==> config.mk <==
export PLATFORM = sky130hd
export DESIGN_NAME = bcd_to_binary_converter_flat
export DESIGN_NICKNAME = d
export VERILOG_FILES = /design/src/rtl/bcd_to_binary_converter_if.sv /design/src/rtl/bcd_to_binary_converter.sv /design/src/flat_wrapper.sv
export SDC_FILE = /design/constraint.sdc
export NUM_CORES = 1
export LEC_CHECK = 0
export BUFFER_PORTS_ARGS = -buffer_cell sky130_fd_sc_hd__buf_2
export CAP_MARGIN = 20
export CELL_PAD_IN_SITES_DETAIL_PLACEMENT = 0
export CELL_PAD_IN_SITES_GLOBAL_PLACEMENT = 2
export CORE_ASPECT_RATIO = 1.1
export CORE_MARGIN = 3
export CORE_UTILIZATION = 36
export DETAILED_ROUTE_END_ITERATION = 16
export GPL_ROUTABILITY_DRIVEN = 0
export PLACE_DENSITY_LB_ADDON = 0.3
export SLEW_MARGIN = 10
export SYNTH_ARGS = -nofsm -noshare
export SYNTH_HDL_FRONTEND = slang
export SYNTH_SLANG_ARGS = --single-unit
==> constraint.sdc <==
create_clock -name clk -period 3 [get_ports clk]
set_clock_uncertainty 0.15 [all_clocks]
set_input_delay 0.6 -clock clk [delete_from_list [all_inputs] [get_ports clk]]
set_output_delay 0.6 -clock clk [all_outputs]
set_load 0.03 [all_outputs]
==> src/rtl/bcd_to_binary_converter_if.sv <==
// bcd_to_binary_converter_if: start/busy/done request bus for the BCD-to-binary converter
interface bcd_to_binary_converter_if #(
  parameter int DIGITS = 4,
  parameter int BIN_W  = 14
);
  logic                  start;
  logic [4*DIGITS-1:0]   bcd_in;
  logic                  busy;
  logic                  done;
  logic [BIN_W-1:0]      bin_out;
  logic                  error;
  modport master (output start, bcd_in, input busy, done, bin_out, error);
  modport slave  (input start, bcd_in, output busy, done, bin_out, error);
endinterface

==> src/rtl/bcd_to_binary_converter.sv <==
// bcd_to_binary_converter: MSD-first packed BCD to binary, one multiply-accumulate step per digit
module bcd_to_binary_converter #(
  parameter int DIGITS = 4,
  parameter int BIN_W  = 14
) (
  input  logic                     clk,
  input  logic                     reset,
  bcd_to_binary_converter_if.slave bus
);
  typedef enum logic [1:0] {IDLE, CONV, DONE} state_t;
  localparam logic [3:0] NDIG = 4'(DIGITS);
  state_t              state, state_nxt;
  logic [4*DIGITS-1:0] shreg;
  logic [BIN_W+3:0]    acc, acc_step;
  logic [3:0]          cnt;
  logic                bad;
  logic                accept;
  always_comb begin
    bad = 1'b0;
    for (int i = 0; i < DIGITS; i++) bad = bad | (bus.bcd_in[4*i +: 4] > 4'd9);
  end
  // acc*10 as shift-add keeps the step a pair of adders
  assign acc_step = (acc << 3) + (acc << 1) + {{BIN_W{1'b0}}, shreg[4*DIGITS-1 -: 4]};
  assign accept   = (state == IDLE) && bus.start;
  always_comb begin
    state_nxt = state;
    case (state)
      IDLE:    state_nxt = bus.start ? (bad ? DONE : CONV) : IDLE;
      CONV:    state_nxt = (cnt == 4'd1) ? DONE : CONV;
      DONE:    state_nxt = IDLE;
      default: state_nxt = IDLE;
    endcase
  end
  always_ff @(posedge clk or posedge reset) begin
    if (reset) begin
      state       <= IDLE;
      shreg       <= '0;
      acc         <= '0;
      cnt         <= '0;
      bus.bin_out <= '0;
      bus.error   <= 1'b0;
    end else begin
      state <= state_nxt;
      if (accept && bad) begin
        bus.bin_out <= '0;
        bus.error   <= 1'b1;
      end else if (accept) begin
        shreg <= bus.bcd_in;
        acc   <= '0;
        cnt   <= NDIG;
      end else if (state == CONV) begin
        acc   <= acc_step;
        shreg <= shreg << 4;
        cnt   <= cnt - 4'd1;
        if (cnt == 4'd1) begin
          bus.bin_out <= acc_step[BIN_W-1:0];
          bus.error   <= 1'b0;
        end
      end
    end
  end
  assign bus.busy = (state != IDLE);
  assign bus.done = (state == DONE);
endmodule

==> src/flat_wrapper.sv <==
// flat-port wrapper written by rule: the top's interface ports become plain ports
module bcd_to_binary_converter_flat 
#(
  parameter int DIGITS = 4,
  parameter int BIN_W  = 14
)
  (clk, reset, bus_start, bus_bcd_in, bus_busy, bus_done, bus_bin_out, bus_error);
  bcd_to_binary_converter_if #(.DIGITS(DIGITS), .BIN_W(BIN_W)) bus_i ();
  input  logic clk;
  input  logic reset;
  input wire logic [$bits(bus_i.start)-1:0] bus_start;
  input wire logic [$bits(bus_i.bcd_in)-1:0] bus_bcd_in;
  output wire logic [$bits(bus_i.busy)-1:0] bus_busy;
  output wire logic [$bits(bus_i.done)-1:0] bus_done;
  output wire logic [$bits(bus_i.bin_out)-1:0] bus_bin_out;
  output wire logic [$bits(bus_i.error)-1:0] bus_error;
  assign bus_i.start = bus_start;
  assign bus_i.bcd_in = bus_bcd_in;
  assign bus_busy = bus_i.busy;
  assign bus_done = bus_i.done;
  assign bus_bin_out = bus_i.bin_out;
  assign bus_error = bus_i.error;
  bcd_to_binary_converter #(.DIGITS(DIGITS), .BIN_W(BIN_W)) u_core (.clk(clk), .reset(reset), .bus(bus_i));
endmodule
# After elaboration in Yosys (flattened, before gate mapping)
# Index checks and enable logic that the tools add are counted.
dict set report totals {
  regBits 50
  out_inout_bits 17
  wordCells 48
}
dict set report op_classes {
  n_addsub 3
  magnitude_cmp 4
  n_eq_ne 4
  mux 18
  bitwise 4
  reduce_logical 9
}
# cell n
set ops {}
lappend ops {{2-to-1 mux 14 bit} 4}
lappend ops {{2-to-1 mux 16 bit} 2}
lappend ops {{2-to-1 mux 13 bit} 2}
lappend ops {{> comparator 4 bit, second input constant} 4}
lappend ops {{adder 14 bit} 1}
lappend ops {{adder 14 x 4 -> 14 bit} 1}
lappend ops {{2-to-1 mux 4 bit} 2}
lappend ops {{nonzero test 2 bit} 4}
lappend ops {{2-to-1 mux 2 bit} 3}
lappend ops {{== test 4 x 1 -> 1 bit, second input constant} 1}
lappend ops {{2-to-1 mux 1 bit} 4}
lappend ops {{case mux 2 bit (2 select lines)} 1}
lappend ops {{subtractor 4 x 1 -> 4 bit, second input constant} 1}
lappend ops {{bitwise OR 1 bit} 3}
lappend ops {{AND reduction 3 bit} 1}
lappend ops {{== test 2 x 1 -> 1 bit, second input constant} 1}
lappend ops {{== test 2 bit, second input constant} 1}
lappend ops {{logical AND 1 bit} 2}
lappend ops {{zero test 2 bit} 1}
lappend ops {{inequality test 2 bit, second input constant} 1}
lappend ops {{AND reduction 2 bit} 1}
lappend ops {{NOT 1 bit} 1}

# Longest topological paths before layout
dict set report depth {
  ltp_word 7
  ltp_mapped 9
  ltp_nobuf 9
}

# Worst setup path after synthesis
# No wires, ideal clock.
dict set report synth_timing {
  kind {flip-flop to flip-flop}
  startpoint {register u_core.acc[0]}
  endpoint {register u_core.bus.bin_out[13]}
  setup_time_ns 0.132
  arrival_ns 2.241
  required_ns 2.718
  path_slack_ns 0.477
  path_stages_with_launch 10
  period_less_slack_ns 2.523
  path_cell_list {dfrtp_1 inv_1 fa_1 inv_1 ha_1 a21o_1 nand4_1 a211o_1 nand3_1 or3b_1}
}
dict set report synth_via {
  elab_chain_cells 6
}
# item line
set synth_rtl {}
lappend synth_rtl {{start: declaration} bcd_to_binary_converter.sv:14} ;# logic [BIN_W+3:0] acc, acc_step;
lappend synth_rtl {{start signal: assignment} bcd_to_binary_converter.sv:52} ;# acc <= acc_step;
lappend synth_rtl {{adder 14 bit} bcd_to_binary_converter.sv:23} ;# assign acc_step = (acc << 3) + (acc << 1) + {{BIN_W{1'b0}}, shreg[4*DIGITS-1 -: 4]};
lappend synth_rtl {{adder 14 x 4 -> 14 bit} bcd_to_binary_converter.sv:23}
lappend synth_rtl {{2-to-1 mux 14 bit} bcd_to_binary_converter.sv:55} ;# if (cnt == 4'd1) begin
lappend synth_rtl {{2-to-1 mux 14 bit} bcd_to_binary_converter.sv:51} ;# end else if (state == CONV) begin
lappend synth_rtl {{2-to-1 mux 14 bit} bcd_to_binary_converter.sv:47} ;# end else if (accept) begin
lappend synth_rtl {{2-to-1 mux 14 bit} bcd_to_binary_converter.sv:44} ;# if (accept && bad) begin
lappend synth_rtl {{end signal: assignment} bcd_to_binary_converter.sv:56} ;# bus.bin_out <= acc_step[BIN_W-1:0];
lappend synth_rtl {{end: declaration} bcd_to_binary_converter_if.sv:13} ;# modport slave (input start, bcd_in, output busy, done, bin_out, error);
# No other way between the ends. The select of a mux whose other input is x is not followed.
# A chain may end at the register's enable or synchronous reset.

# Worst setup path after layout
# Same ends and word-level chain as after synthesis.

==> metrics <==
Clock Tree Buf Depth=2; Worst EP required=3.04 ns; crit path cell chain=inv_1 -> fa_1 -> inv_1 -> ha_1 -> a21o_1 -> nand4_1 -> a211o_1 -> nand3_1 -> or3b_1; CP Class=reg2reg; Die Y=98.0 um; fin crit period=2.72 ns; Synth-to-Final Area Change=15.4%; P_leak=1.61 nW; wire length per cell=15.7 um; via count=2,176; Setup TNS=0 ns; post-cts sizing count=0; fmax=0.367 GHz; number of hold buffers added after CTS=0; initial core utilization=0.382; max_cap viols=0; Overflow after GRT=0; Nets=364; critical path's largest stage delay=0.59 ns; initial antenna violation count=0; TritonCTS clock tree=yes; Port Buffers=35; setup violators final=0; vias in the first global route=2,293; # IOs=36; post-synthesis cell area=2770 um2; CTS Buf Count=5; EDFF count, synth=0; Sequential Area=1250 um2; fin. max-slew vios=0; final hold vios=0; post-layout power=2.77 mW; ys async rst share=1.00; synthesized flop and latch total=50; WL final=6620 um; RSZ-0062 raised after global routing=false; # placed instances=413; vias per cell=5.16; syn_nets=326; delay-heaviest family, CP=adder cells; Post-Synthesis Cells=281; Synthesis Warnings=0; fillers=758; core area=7250 um2; Die Width=89.6 um; maximum vdd drop=0.000407 V; Worst-Skew Late Latency=0.31 ns; CTS H-Tree Depth=2; startpoint class of the critical path=register; fin util=0.441; die area=8780 um2; area of the multi-input gates=1410 um2; Antenna diodes=0; TritonRoute pass-1 iters=4; Worst-Margin Slew=0.589 ns; register area share after synthesis=0.452; DP Wirelength=4940 um; root buffer cell=clkbuf_8; final std cells w/o fill=422; Pwr per Cell Area=868 nW/um2; clock transition at the registers of the reported paths=0.10 ns; Starting DRT DRC Count=102; Slew headroom=0.608; row cnt=32; status=completed; DP Worst Slack=0.292 ns; DRC violations left=0; Hold Path Class=in2async; setup bufs post-CTS=0; synthesized area per cell=9.85 um2; ANT nets after route=0; most numerous cell on the critical path=inv_1; largest net degree at the start of global routing=51; Worst EP arrival=2.76 ns; CP bufs+invs=2; CP Capture Type=register; critical-path maximum fanout=4; share of layout cells above drive strength 1=0.175; final worst path period share=0.908; Worst path slowest cell=fa_1; count of different cell masters after synthesis=44; total global-route track usage=0.167; setup ws final=0.275 ns; ys flop type=dfrtp_1; clk sinks=50; first-pass GRT wire length=11,500 um
## registers in the layout, indices dropped and copies added (netlist names)
register / flops
u_core.acc: 13
u_core.bus.bin_out: 14
u_core.bus.error: 1
u_core.cnt: 4
u_core.shreg: 16
u_core.state: 2
## worst reg2reg max path, cell delays in order (launching register included)
cell     delay [ns]
dfrtp_1        0.37
inv_1          0.07
fa_1           0.59
inv_1          0.06
ha_1           0.28
a21o_1         0.13
nand4_1        0.21
a211o_1        0.36
nand3_1        0.06
or3b_1         0.33
## Yosys cell counts, types with 2 or more instances
| library cell | number | area (um2) |
|---|---|---|
| xor2_1 | 6 | 52.6 |
| nand4_1 | 2 | 12.5 |
| inv_1 | 13 | 48.8 |
| a32o_1 | 6 | 60.1 |
| dfrtp_1 | 50 | 1250 |
| nand2_1 | 48 | 180 |
| nor2b_1 | 2 | 12.5 |
| a22o_1 | 9 | 78.8 |
| clkbuf_1 | 4 | 15.0 |
| a211o_1 | 3 | 26.3 |
| and2_1 | 3 | 18.8 |
| a21o_1 | 3 | 22.5 |
| o21ai_0 | 18 | 90.1 |
| buf_2 | 5 | 25.0 |
| o2111a_1 | 4 | 45.0 |
| fa_1 | 2 | 40.0 |
| a22oi_1 | 5 | 37.5 |
| nand2b_1 | 4 | 25.0 |
| a31oi_1 | 7 | 43.8 |
| nor2_1 | 18 | 67.6 |
| xnor2_1 | 3 | 26.3 |
| or3_1 | 3 | 18.8 |
| nand3_1 | 2 | 10.0 |
| a221o_1 | 2 | 20.0 |
| o31ai_1 | 2 | 15.0 |
| ha_1 | 24 | 300 |
| o22ai_1 | 6 | 37.5 |
| a21oi_1 | 11 | 55.1 |
## final timing paths
| check | startpoint | endpoint | slack [ns] | depth (start not counted) |
|---|---|---|---|---|
| max in group asynchronous | reset | u_core.bus.bin_out[11]$_DFFE_PP0P_ | 2.29 | 3 |
| setup / recovery | u_core.acc[0]$_DFFE_PP0P_ | u_core.bus.bin_out[13]$_DFFE_PP0P_ | 0.28 | 9 |
| setup reg to reg | u_core.acc[0]$_DFFE_PP0P_ | u_core.bus.bin_out[13]$_DFFE_PP0P_ | 0.28 | 9 |
| hold / removal | reset | u_core.shreg[8]$_DFFE_PP0P_ | 0.16 | 3 |
| min in group clk | u_core.bus.bin_out[4]$_DFFE_PP0P_ | u_core.bus.bin_out[4]$_DFFE_PP0P_ | 0.33 | 2 |
| hold reg to reg | u_core.bus.bin_out[4]$_DFFE_PP0P_ | u_core.bus.bin_out[4]$_DFFE_PP0P_ | 0.33 | 2 |
## where the power goes
| part | internal, mW | switching (mW) |
|---|---|---|
| combinational | 0.530 | 0.790 |
| clock | 0.165 | 0.234 |
| sequential | 0.891 | 0.161 |
## per-layer routing
layer	vias up	track usage	share of wire
met5	-	0	0
met2	38	0.267	0.50
li1	1087	-	-
met1	1044	0.227	0.45
met4	0	0.0470	0.012
met3	7	0.0338	0.037
## layout by cell type, fill, tap and decap left out, types with 4 or more instances in the layout
| cell | Yosys | routed |
|---|---|---|
| o21ai_0 | 18 | 18 |
| ha_1 | 24 | 24 |
| nand2_1 | 48 | 48 |
| o2111a_1 | 4 | 4 |
| a32o_1 | 6 | 6 |
| a22o_1 | 9 | 9 |
| nand2b_1 | 4 | 4 |
| a21oi_1 | 11 | 11 |
| a31oi_1 | 7 | 7 |
| xor2_1 | 6 | 6 |
| o22ai_1 | 6 | 6 |
| a22oi_1 | 5 | 5 |
| inv_1 | 13 | 12 |
| buf_4 | 0 | 5 |
| clkbuf_8 | 0 | 5 |
| nor2_1 | 18 | 18 |
| dfrtp_1 | 50 | 50 |
| buf_2 | 5 | 35 |
## cell type report
cell class	count	area share
multi-input cells	206	0.441
flip-flops and latches	50	0.392
repair buffers	43	0.0854
well taps	102	0.0400
clock buffers	6	0.0227
inverters	13	0.0153
clock inverters	2	0.00431
## logic make-up (layout without fill, tap and decap cells)
logic type / after synthesis / in the layout / synth area share
DFF: 50 / 50 / 0.452
xor gates and xnor gates: 9 / 9 / 0.0285
adders and majority gates: 26 / 26 / 0.123
and+or+nand+nor: 90 / 90 / 0.148
AOI/OAI and AO/OA: 81 / 81 / 0.209
buffers and inverters: 25 / 64 / 0.0393
## through the flow
step                cell area [um2]  hold slack [ns]
floorplan                      2770            0.296
global placement               3100            0.312
detailed placement             3100            0.314
CTS                            3190            0.177
global route                   3190            0.176
finish                         3190            0.163
Note: power is estimated with default switching activity, not from simulation.
